$ cat src/rtl/mux_bist_pkg.sv
// Shared types, sizing constants and golden model for the
// 2:1 mux built-in self-test controller.
package mux_bist_pkg;

  localparam int NUM_VECTORS = 8;
  localparam int IDX_W       = 3;
  localparam int CNT_W       = 4;
  localparam int FCNT_W      = 4;

  typedef enum logic [2:0] {
    ST_IDLE,
    ST_DRIVE,
    ST_SETTLE,
    ST_CHECK,
    ST_DONE
  } state_e;

  function automatic logic mux_expect(
    input logic a,
    input logic b,
    input logic c
  );
    return c ? b : a;
  endfunction

endpackage

$ cat src/rtl/mux_bist_settle_cnt.sv
// Loadable down-counter with zero flag; times the settle
// window between presenting a vector and sampling z.
module mux_bist_settle_cnt
  import mux_bist_pkg::*;
(
  input  logic             clk,
  input  logic             rst_n,
  input  logic             load_i,
  input  logic [CNT_W-1:0] val_i,
  input  logic             dec_i,
  output logic             zero_o
);

  logic [CNT_W-1:0] cnt_q, cnt_d;

  always_comb begin
    cnt_d = cnt_q;
    if (load_i) begin
      cnt_d = val_i;
    end else if (dec_i && cnt_q != '0) begin
      cnt_d = cnt_q - CNT_W'(1);
    end
  end

  always_ff @(posedge clk) begin
    if (!rst_n) begin
      cnt_q <= '0;
    end else begin
      cnt_q <= cnt_d;
    end
  end

  assign zero_o = (cnt_q == '0);

endmodule

$ cat src/rtl/mux_bist_ctrl.sv
// Self-test sequencer: walks all 8 {a,b,c} vectors through a
// 2:1 mux, compares z against the golden model, reports.
module mux_bist_ctrl
  import mux_bist_pkg::*;
#(
  parameter int SETTLE_CYCLES = 2
) (
  input  logic              clk,
  input  logic              rst_n,
  input  logic              start,
  output logic              a_out,
  output logic              b_out,
  output logic              c_out,
  input  logic              z_in,
  output logic              busy,
  output logic              done,
  output logic              pass,
  output logic [FCNT_W-1:0] fail_count,
  output logic [IDX_W-1:0]  first_fail_vec,
  output logic              first_fail_valid
);

  localparam logic [IDX_W-1:0] LAST_IDX =
    IDX_W'(NUM_VECTORS - 1);
  localparam logic [CNT_W-1:0] SETTLE_LD =
    CNT_W'(SETTLE_CYCLES - 1);

  state_e            state_q, state_d;
  logic [IDX_W-1:0]  idx_q, idx_d;
  logic [FCNT_W-1:0] fc_q, fc_d;
  logic [IDX_W-1:0]  ffv_q, ffv_d;
  logic              ffok_q, ffok_d;
  logic              pass_q, pass_d;

  logic cnt_load;
  logic cnt_dec;
  logic cnt_zero;
  logic mismatch;

  mux_bist_settle_cnt u_settle (
    .clk    (clk),
    .rst_n  (rst_n),
    .load_i (cnt_load),
    .val_i  (SETTLE_LD),
    .dec_i  (cnt_dec),
    .zero_o (cnt_zero)
  );

  // The stimulus is the index itself, so it naturally holds
  // the last vector once the run leaves CHECK.
  assign a_out = idx_q[2];
  assign b_out = idx_q[1];
  assign c_out = idx_q[0];

  assign mismatch =
    (z_in != mux_expect(idx_q[2], idx_q[1], idx_q[0]));

  always_ff @(posedge clk) begin
    if (!rst_n) begin
      state_q <= ST_IDLE;
    end else begin
      state_q <= state_d;
    end
  end

  always_comb begin
    state_d = state_q;
    unique case (state_q)
      ST_IDLE:   if (start) state_d = ST_DRIVE;
      ST_DRIVE:  state_d = ST_SETTLE;
      ST_SETTLE: if (cnt_zero) state_d = ST_CHECK;
      ST_CHECK:  state_d = (idx_q == LAST_IDX) ?
                           ST_DONE : ST_DRIVE;
      ST_DONE:   state_d = ST_IDLE;
      default:   state_d = ST_IDLE;
    endcase
  end

  always_comb begin
    busy     = (state_q != ST_IDLE);
    done     = (state_q == ST_DONE);
    cnt_load = (state_q == ST_DRIVE);
    cnt_dec  = (state_q == ST_SETTLE);
  end

  always_comb begin
    idx_d  = idx_q;
    fc_d   = fc_q;
    ffv_d  = ffv_q;
    ffok_d = ffok_q;
    pass_d = pass_q;
    unique case (state_q)
      ST_IDLE: begin
        if (start) begin
          idx_d  = '0;
          fc_d   = '0;
          ffv_d  = '0;
          ffok_d = 1'b0;
        end
      end
      ST_CHECK: begin
        if (mismatch) begin
          fc_d = fc_q + FCNT_W'(1);
          if (!ffok_q) begin
            ffv_d  = idx_q;
            ffok_d = 1'b1;
          end
        end
        if (idx_q != LAST_IDX) begin
          idx_d = idx_q + IDX_W'(1);
        end
      end
      ST_DONE: pass_d = (fc_q == '0);
      default: ;
    endcase
  end

  always_ff @(posedge clk) begin
    if (!rst_n) begin
      idx_q  <= '0;
      fc_q   <= '0;
      ffv_q  <= '0;
      ffok_q <= 1'b0;
      pass_q <= 1'b0;
    end else begin
      idx_q  <= idx_d;
      fc_q   <= fc_d;
      ffv_q  <= ffv_d;
      ffok_q <= ffok_d;
      pass_q <= pass_d;
    end
  end

  assign pass             = pass_q;
  assign fail_count       = fc_q;
  assign first_fail_vec   = ffv_q;
  assign first_fail_valid = ffok_q;

endmodule
$ cat config.mk
export PLATFORM = sky130hd
export DESIGN_NAME = mux_bist_ctrl
export DESIGN_NICKNAME = d
export VERILOG_FILES = /design/src/rtl/mux_bist_pkg.sv /design/src/rtl/mux_bist_settle_cnt.sv /design/src/rtl/mux_bist_ctrl.sv
export SDC_FILE = /design/constraint.sdc
export NUM_CORES = 1
export LEC_CHECK = 0
export CORE_ASPECT_RATIO = 1.1
export CORE_UTILIZATION = 25
export DETAILED_ROUTE_END_ITERATION = 12
export SLEW_MARGIN = 0
export SYNTH_ARGS = -nofsm -noshare
export SYNTH_HDL_FRONTEND = slang
export SYNTH_HIERARCHICAL = 1
export SYNTH_SLANG_ARGS = --single-unit
export TNS_END_PERCENT = 20
$ cat constraint.sdc
create_clock -name clk -period 4.09 [get_ports clk]
set_input_delay 0.409 -clock clk [delete_from_list [all_inputs] [get_ports clk]]
set_output_delay 0.409 -clock clk [all_outputs]
set_load 0.01 [all_outputs]
==> key figures, run 1 <==
Pwr
  – LEAKAGE: 0.460 nW
  – Maximum vdd ir drop: 0.000235 V
  – PwrDens: 350 mW/mm2

GRT
  – Overall Global Routing Usage: 10.6%
  – Largest net degree at the start of global routing: 15
  – First-pass GRT wire length: 3.76 mm
  – Vias in the first global route: 834
  – Initial antenna violation count: 0
  – Grt ovf: 0

STA
  – WHS: 0.485 ns
  – Least-Margin Pin Slew: 0.627 ns
  – Period Utilization, post-route: 53.6%
  – Skew final: 0.00123 ns
  – RSZ-0062 raised after global routing: no
  – Max Clock Freq: 0.456 GHz
  – Final setup vio count: 0
  – Final setup TNS: 0 ns
  – Slew HR: 58.1%
  – Endpoints failing hold: 0
  – Max Transition Viols Final: 0
  – Crit path time final: 2.19 ns

Clocking
  – Hold Buf Count CTS: 0
  – Clock root buffer: clkbuf_8
  – Post-CTS Setup Bufs: 0
  – PostCTS Resize Cnt: 0
  – CTS tree: yes
  – Clk Latency, worst-skew pair: 0.25 ns
  – CTS Buf Count: 3
  – Reg clk slew, reported paths: 0.07 ns
  – Max Root-Sink Buffers: 2
  – Sink Count: 19
  – Htree depth: 1

Setup path
  – Crit path max fanout: 12
  – Critical path required time: 3.68 ns
  – Crit. End Element: primary output
  – CP peak stage delay: 0.61 ns
  – Worst path bufs/invs: 1
  – Slowest-stage cell, CP: clkdlybuf4s50_1
  – WP data arrival: 1.78 ns
  – Top cell family by delay on the critical path: buffers and inverters
  – Cell Chain, Critical Path: nor3b_1 -> clkdlybuf4s50_1
  – Startpoint Class: register
  – CP Class: register to primary output

Routing
  – DR vias/cell: 4.65
  – Drt wl/cell: 11.9 um
  – Post-route ant nets: 0
  – Pre-Repair DR Iteration Count: 4
  – Final WL: 2.20 mm
  – Initial DRC count: 26
  – DRC: 0
  – Vias: 860

Synth
  – Cell Area, Synth: 0.00104 mm2
  – Gate Count Post-Synth: 114
  – Post-synth top cells: dfxtp_1, inv_1, nand3_1
  – Area contributors post-synth: dfxtp_1, ha_1, nand3_1, inv_1, nor3b_1
  – Fraction of registers with async set/reset: 0%
  – Post-synthesis sequential area ratio: 36.4%
  – Top FF cell, synth: dfxtp_1
  – Post-synth top area share: 36.4%
  – Synthesis-stage register bit count: 19
  – Netlist cell types: 41
  – Syn Area/Cell: 9.16 um2
  – Most common cell in the netlist: dfxtp_1
  – Number of flops mapped to enable cells by yosys: 0
  – Synth warnings: 6
  – Largest area contributor in the netlist: dfxtp_1

Die
  – FP Rows: 24
  – Top-Level Pins: 18
  – Die W: 63.6 um
  – Core area: 0.00399 mm2
  – Initial core utilization: 26.2%
  – Die area: 0.00444 mm2
  – Die Y: 69.8 um

Flow run
  – MaxCap Viol Count: 0

Layout
  – Final Non-Filler Cells: 185
  – Nets@finish: 143
  – # diodes: 0
  – Layout cells sized above 1: 10.5%
  – Fin area: 0.00131 mm2
  – Area Growth Syn to Fin: 25.1%

Placed design
  – GP Congestion: 0.727
  – Port Buffers: 17
  – Post-DP HPWL: 1.65 mm
  – Placed Cells incl. Taps: 181
  – Placed cell areas: 0.00126 mm2

Min path
  – Min-delay worst type: register to register

Status
  – Status: finished, final reports clean
==> logic make-up after synthesis <==
logic type               share of synthesized area [%]
AND/OR/NAND/NOR                                   27.8
other                                            0.719
adder cells (fa/ha/maj)                           5.99
AO/OA/AOI/OAI                                     16.3
buffers and inverters                             6.59
XOR/XNOR                                          1.68
multiplexers                                      4.55
flip-flops                                        36.4
==> worst paths after layout <==
check	from	end	slack, ns	cells after the start
setup / recovery	state_q[2]	done	1.90	2
hold / removal	first_fail_vec[2]	first_fail_vec[2]	0.49	1
setup reg to reg	state_q[1]	u_settle/cnt_q[3]	2.17	4
hold reg to reg	first_fail_vec[2]	first_fail_vec[2]	0.49	1
==> layout by cell type, fill, tap and decap left out, types with 2 or more instances in the layout <==
cell             netlist  final
conb_1                 2      4
or3_1                  2      2
nand2_1                7      7
clkinv_2               1      2
nor3b_1                4      4
mux2i_2                2      2
nand3_1               10     10
o21ai_0                2      2
nor2_1                 5      5
and4b_1                2      2
a22o_1                 3      3
mux2i_1                2      2
inv_1                 10     10
ha_1                   5      5
o2111ai_1              2      2
nor3_1                 2      2
clkbuf_8               0      3
nand2b_1               3      3
dfxtp_1               19     19
a21oi_1                5      5
clkdlybuf4s50_1        0     17
a21boi_0               3      3
==> area by class of cell <==
class / count / area (um2)
Inverter: 11 / 42.5
Clock inverter: 1 / 5.00
Timing Repair Buffer: 17 / 170
Tap cell: 52 / 65.1
Clock buffer: 3 / 41.3
Fill cell: 424 / 2690
Sequential cell: 19 / 380
Multi-Input combinational cell: 82 / 603
==> registers in the layout (all words and copies together) (netlist names) <==
| name | flops |
|---|---|
| fail_count | 4 |
| first_fail_valid | 1 |
| first_fail_vec | 3 |
| idx_q | 3 |
| pass | 1 |
| state_q | 3 |
| u_settle/cnt_q | 4 |
==> metal layers <==
layer  global-route usage (%)  wire length (um)  up-vias
met5                        0                 0        -
met4                     2.27                10        0
met3                     3.45                76        2
met2                     19.6              1110       15
met1                     11.6              1010      395
li1                         -                 -      448
==> metrics by stage <==
stage	util (%)	setup WS (ns)	total power [mW]
floorplan	-	2.47	0.304
global placement	31.6	2.07	0.326
detailed placement	31.6	2.02	0.331
CTS	32.7	1.91	0.465
global route	32.7	1.81	0.485
finish	32.7	1.90	0.457
==> power breakdown <==
part           internal [mW]  switching, mW
clock network         0.0677         0.0625
logic                 0.0524         0.0548
registers              0.197         0.0222
total                  0.318          0.140
Power figures use the tool's default switching activity.
==> inputs of run 2 (changes only) <==
==> constraint.sdc (replaced) <==
create_clock -name clk -period 2 [get_ports clk]
set_input_delay 0.2 -clock clk [delete_from_list [all_inputs] [get_ports clk]]
set_output_delay 0.2 -clock clk [all_outputs]
set_load 0.01 [all_outputs]
==> key figures, run 2 (synthesis gave the netlist of run 1 again) <==
Setup path
  – Critical path required time: 1.80 ns (was 3.68 ns)
  – Worst R2R End: first_fail_vec[2] (was u_settle/cnt_q[3])
  – WP data arrival: 1.65 ns (was 1.78 ns)
  – RR Startpoint: state_q[0] (was state_q[1])
  – Top cell family by delay on the critical path: buffers and inverters (unchanged)
  – Crit path max fanout: 12 (unchanged)
  – Slowest-stage cell, CP: clkdlybuf4s50_1 (unchanged)
  – CP peak stage delay: 0.57 ns (was 0.61 ns)
  – Worst path bufs/invs: 1 (unchanged)
  – Crit. End Element: primary output (unchanged)
  – CP Class: register to primary output (unchanged)
  – Worst R2R Path Depth: 3 (was 4)
  – Critical Path Source: state_q[2] (unchanged)
  – Startpoint Class: register (unchanged)
  – Cell Chain, Critical Path: nor3b_2 -> clkdlybuf4s50_1 (was nor3b_1 -> clkdlybuf4s50_1)
  – Reg-to-reg slack, setup: 0.31 ns (was 2.17 ns)

GRT
  – Overall Global Routing Usage: 11.0% (was 10.6%)
  – Initial antenna violation count: 0 (unchanged)
  – Vias in the first global route: 829 (was 834)
  – Grt ovf: 0 (unchanged)
  – Largest net degree at the start of global routing: 14 (was 15)
  – First-pass GRT wire length: 3.93 mm (was 3.76 mm)

STA
  – Period Utilization, post-route: 92.3%
  – Final setup vio count: 0 (unchanged)
  – WHS: 0.475 ns (was 0.485 ns)
  – Final setup TNS: 0 ns (unchanged)
  – Skew final: 0.00260 ns (was 0.00123 ns)
  – Endpoints failing hold: 0 (unchanged)
  – RSZ-0062 raised after global routing: no (unchanged)
  – Max Transition Viols Final: 0 (unchanged)
  – Crit path time final: 1.85 ns
  – Max Clock Freq: 0.542 GHz

Routing
  – DRC: 0 (unchanged)
  – Vias: 915 (was 860)
  – DR vias/cell: 4.89 (was 4.65)
  – Final WL: 2.11 mm (was 2.20 mm)
  – Post-route ant nets: 0 (unchanged)
  – Initial DRC count: 48 (was 26)
  – Pre-Repair DR Iteration Count: 5 (was 4)
  – Drt wl/cell: 11.3 um (was 11.9 um)

Layout
  – Layout cells sized above 1: 11.9% (was 10.5%)
  – Most frequent cells in the layout: dfxtp_1, clkdlybuf4s50_1, inv_1, nand3_1, nand2_1 (unchanged)
  – Area Growth Syn to Fin: 26.9% (was 25.1%)
  – Commonest non-fill, non-tap cell in the layout: dfxtp_1 (unchanged)
  – # diodes: 0 (unchanged)
  – Fillers: 410 (was 424)
  – Nets@finish: 145 (was 143)

Die
  – Die Y: 69.8 um (unchanged)
  – Die area: 0.00444 mm2 (unchanged)
  – Core area: 0.00399 mm2 (unchanged)
  – Initial core utilization: 26.2% (unchanged)
  – FP Rows: 24 (unchanged)
  – Top-Level Pins: 18 (unchanged)
  – Die W: 63.6 um (unchanged)

Pwr
  – Combinational share of power: 23.6% (was 23.4%)
  – Clock power frac: 28.8% (was 28.5%)
  – Pint: 658 uW (was 318 uW)
  – Psw: 284 uW (was 140 uW)
  – Sequential share of power: 47.6% (was 48.1%)
  – LEAKAGE: 0.470 nW (was 0.460 nW)
  – Sw frac: 30.1% (was 30.5%)
  – PwrDens: 710 mW/mm2 (was 350 mW/mm2)
  – Maximum vdd ir drop: 0.000304 V (was 0.000235 V)

Placed design
  – Port Buffers: 17 (unchanged)
  – Post-DP HPWL: 1.60 mm (was 1.65 mm)
  – GP Congestion: 0.803 (was 0.727)

Clocking
  – Clk Latency, worst-skew pair: 0.26 ns (was 0.25 ns)
  – PostCTS Resize Cnt: 0 (unchanged)
  – Reg clk slew, reported paths: 0.07 ns (about the same)
  – Post-CTS Setup Bufs: 0 (unchanged)
  – Clock root buffer: clkbuf_8 (unchanged)
  – Sink Count: 19 (unchanged)
  – Hold Buf Count CTS: 0 (unchanged)
  – Max Root-Sink Buffers: 2 (unchanged)
  – CTS tree: yes (unchanged)
  – CTS Buf Count: 3 (unchanged)
  – Htree depth: 1 (unchanged)

Min path
  – Hold depth: 2 (was 1)
  – Hold path startpoint: pass (was first_fail_vec[2])
  – Hold EP: pass (was first_fail_vec[2])
  – Min-delay worst type: register to register (unchanged)

Flow run
  – MaxCap Viol Count: 0 (unchanged)

Status
  – Status: finished, final reports clean (unchanged)
[run 2: cell count changes in the layout (fill, tap and decap cells not counted)]
cell      change
clkinv_2      -1
buf_4         +2
clkbuf_1      +1
nor3b_2       +1
nor3b_1       -1
[run 2: worst max-delay path by stage]
stage / endpoint / slack (ns) / cells past startpoint
after detailed placement: first_fail_vec[2] / 0.18 / 4
after global routing: done / 0.04 / 2
after global placement: first_fail_vec[2] / 0.19 / 4
after CTS: done / 0.03 / 2
after floorplan: u_settle/cnt_q[3] / 0.38 / 5
final: done / 0.15 / 2
[run 2: layer usage]
metal / part of all wire [%] / track usage (%)
met2: 53 / 18.9
met4: 1.4 / 4.04
met3: 2.6 / 1.48
met5: 0 / 0
met1: 43 / 13.8
[run 2: power by group through the flow]
stage | clock network [mW] | logic, mW | registers [mW]
2_1_floorplan | 0 | 0.189 | 0.433
3_3_place_gp | 0 | 0.217 | 0.453
3_5_place_dp | 0 | 0.222 | 0.457
4_1_cts | 0.279 | 0.224 | 0.447
5_1_grt | 0.301 | 0.252 | 0.457
6_report | 0.271 | 0.222 | 0.448
[run 2: cell type report]
class                           instances  area (um2)  area share, %
Multi-Input combinational cell         82         608           45.8
Sequential cell                        19         380           28.7
Inverter                               11        42.5           3.21
Timing Repair Buffer                   19         185           14.0
Clock buffer                            4        45.0           3.40
Tap cell                               52        65.1           4.91
[run 2: per-stage QoR]
| stage | power [mW] | setup WS [ns] | util, % | instance area (um2) | instances |
|---|---|---|---|---|---|
| global route | 1.01 | 0.0402 | 33.2 | 1330 | 187 |
| CTS | 0.951 | 0.0270 | 33.1 | 1320 | 187 |
| finish | 0.941 | 0.154 | 33.2 | 1330 | 187 |
| global placement | 0.670 | 0.190 | 32.0 | 1280 | 183 |
| floorplan | 0.622 | 0.381 | - | 1050 | 116 |
| detailed placement | 0.678 | 0.178 | 32.0 | 1280 | 183 |
[run 2: tightest hold or removal path: stages, from the launching register on]
cell and delay (ns):
dfxtp_1 0.31, nand2b_1 0.06, a21boi_0 0.06
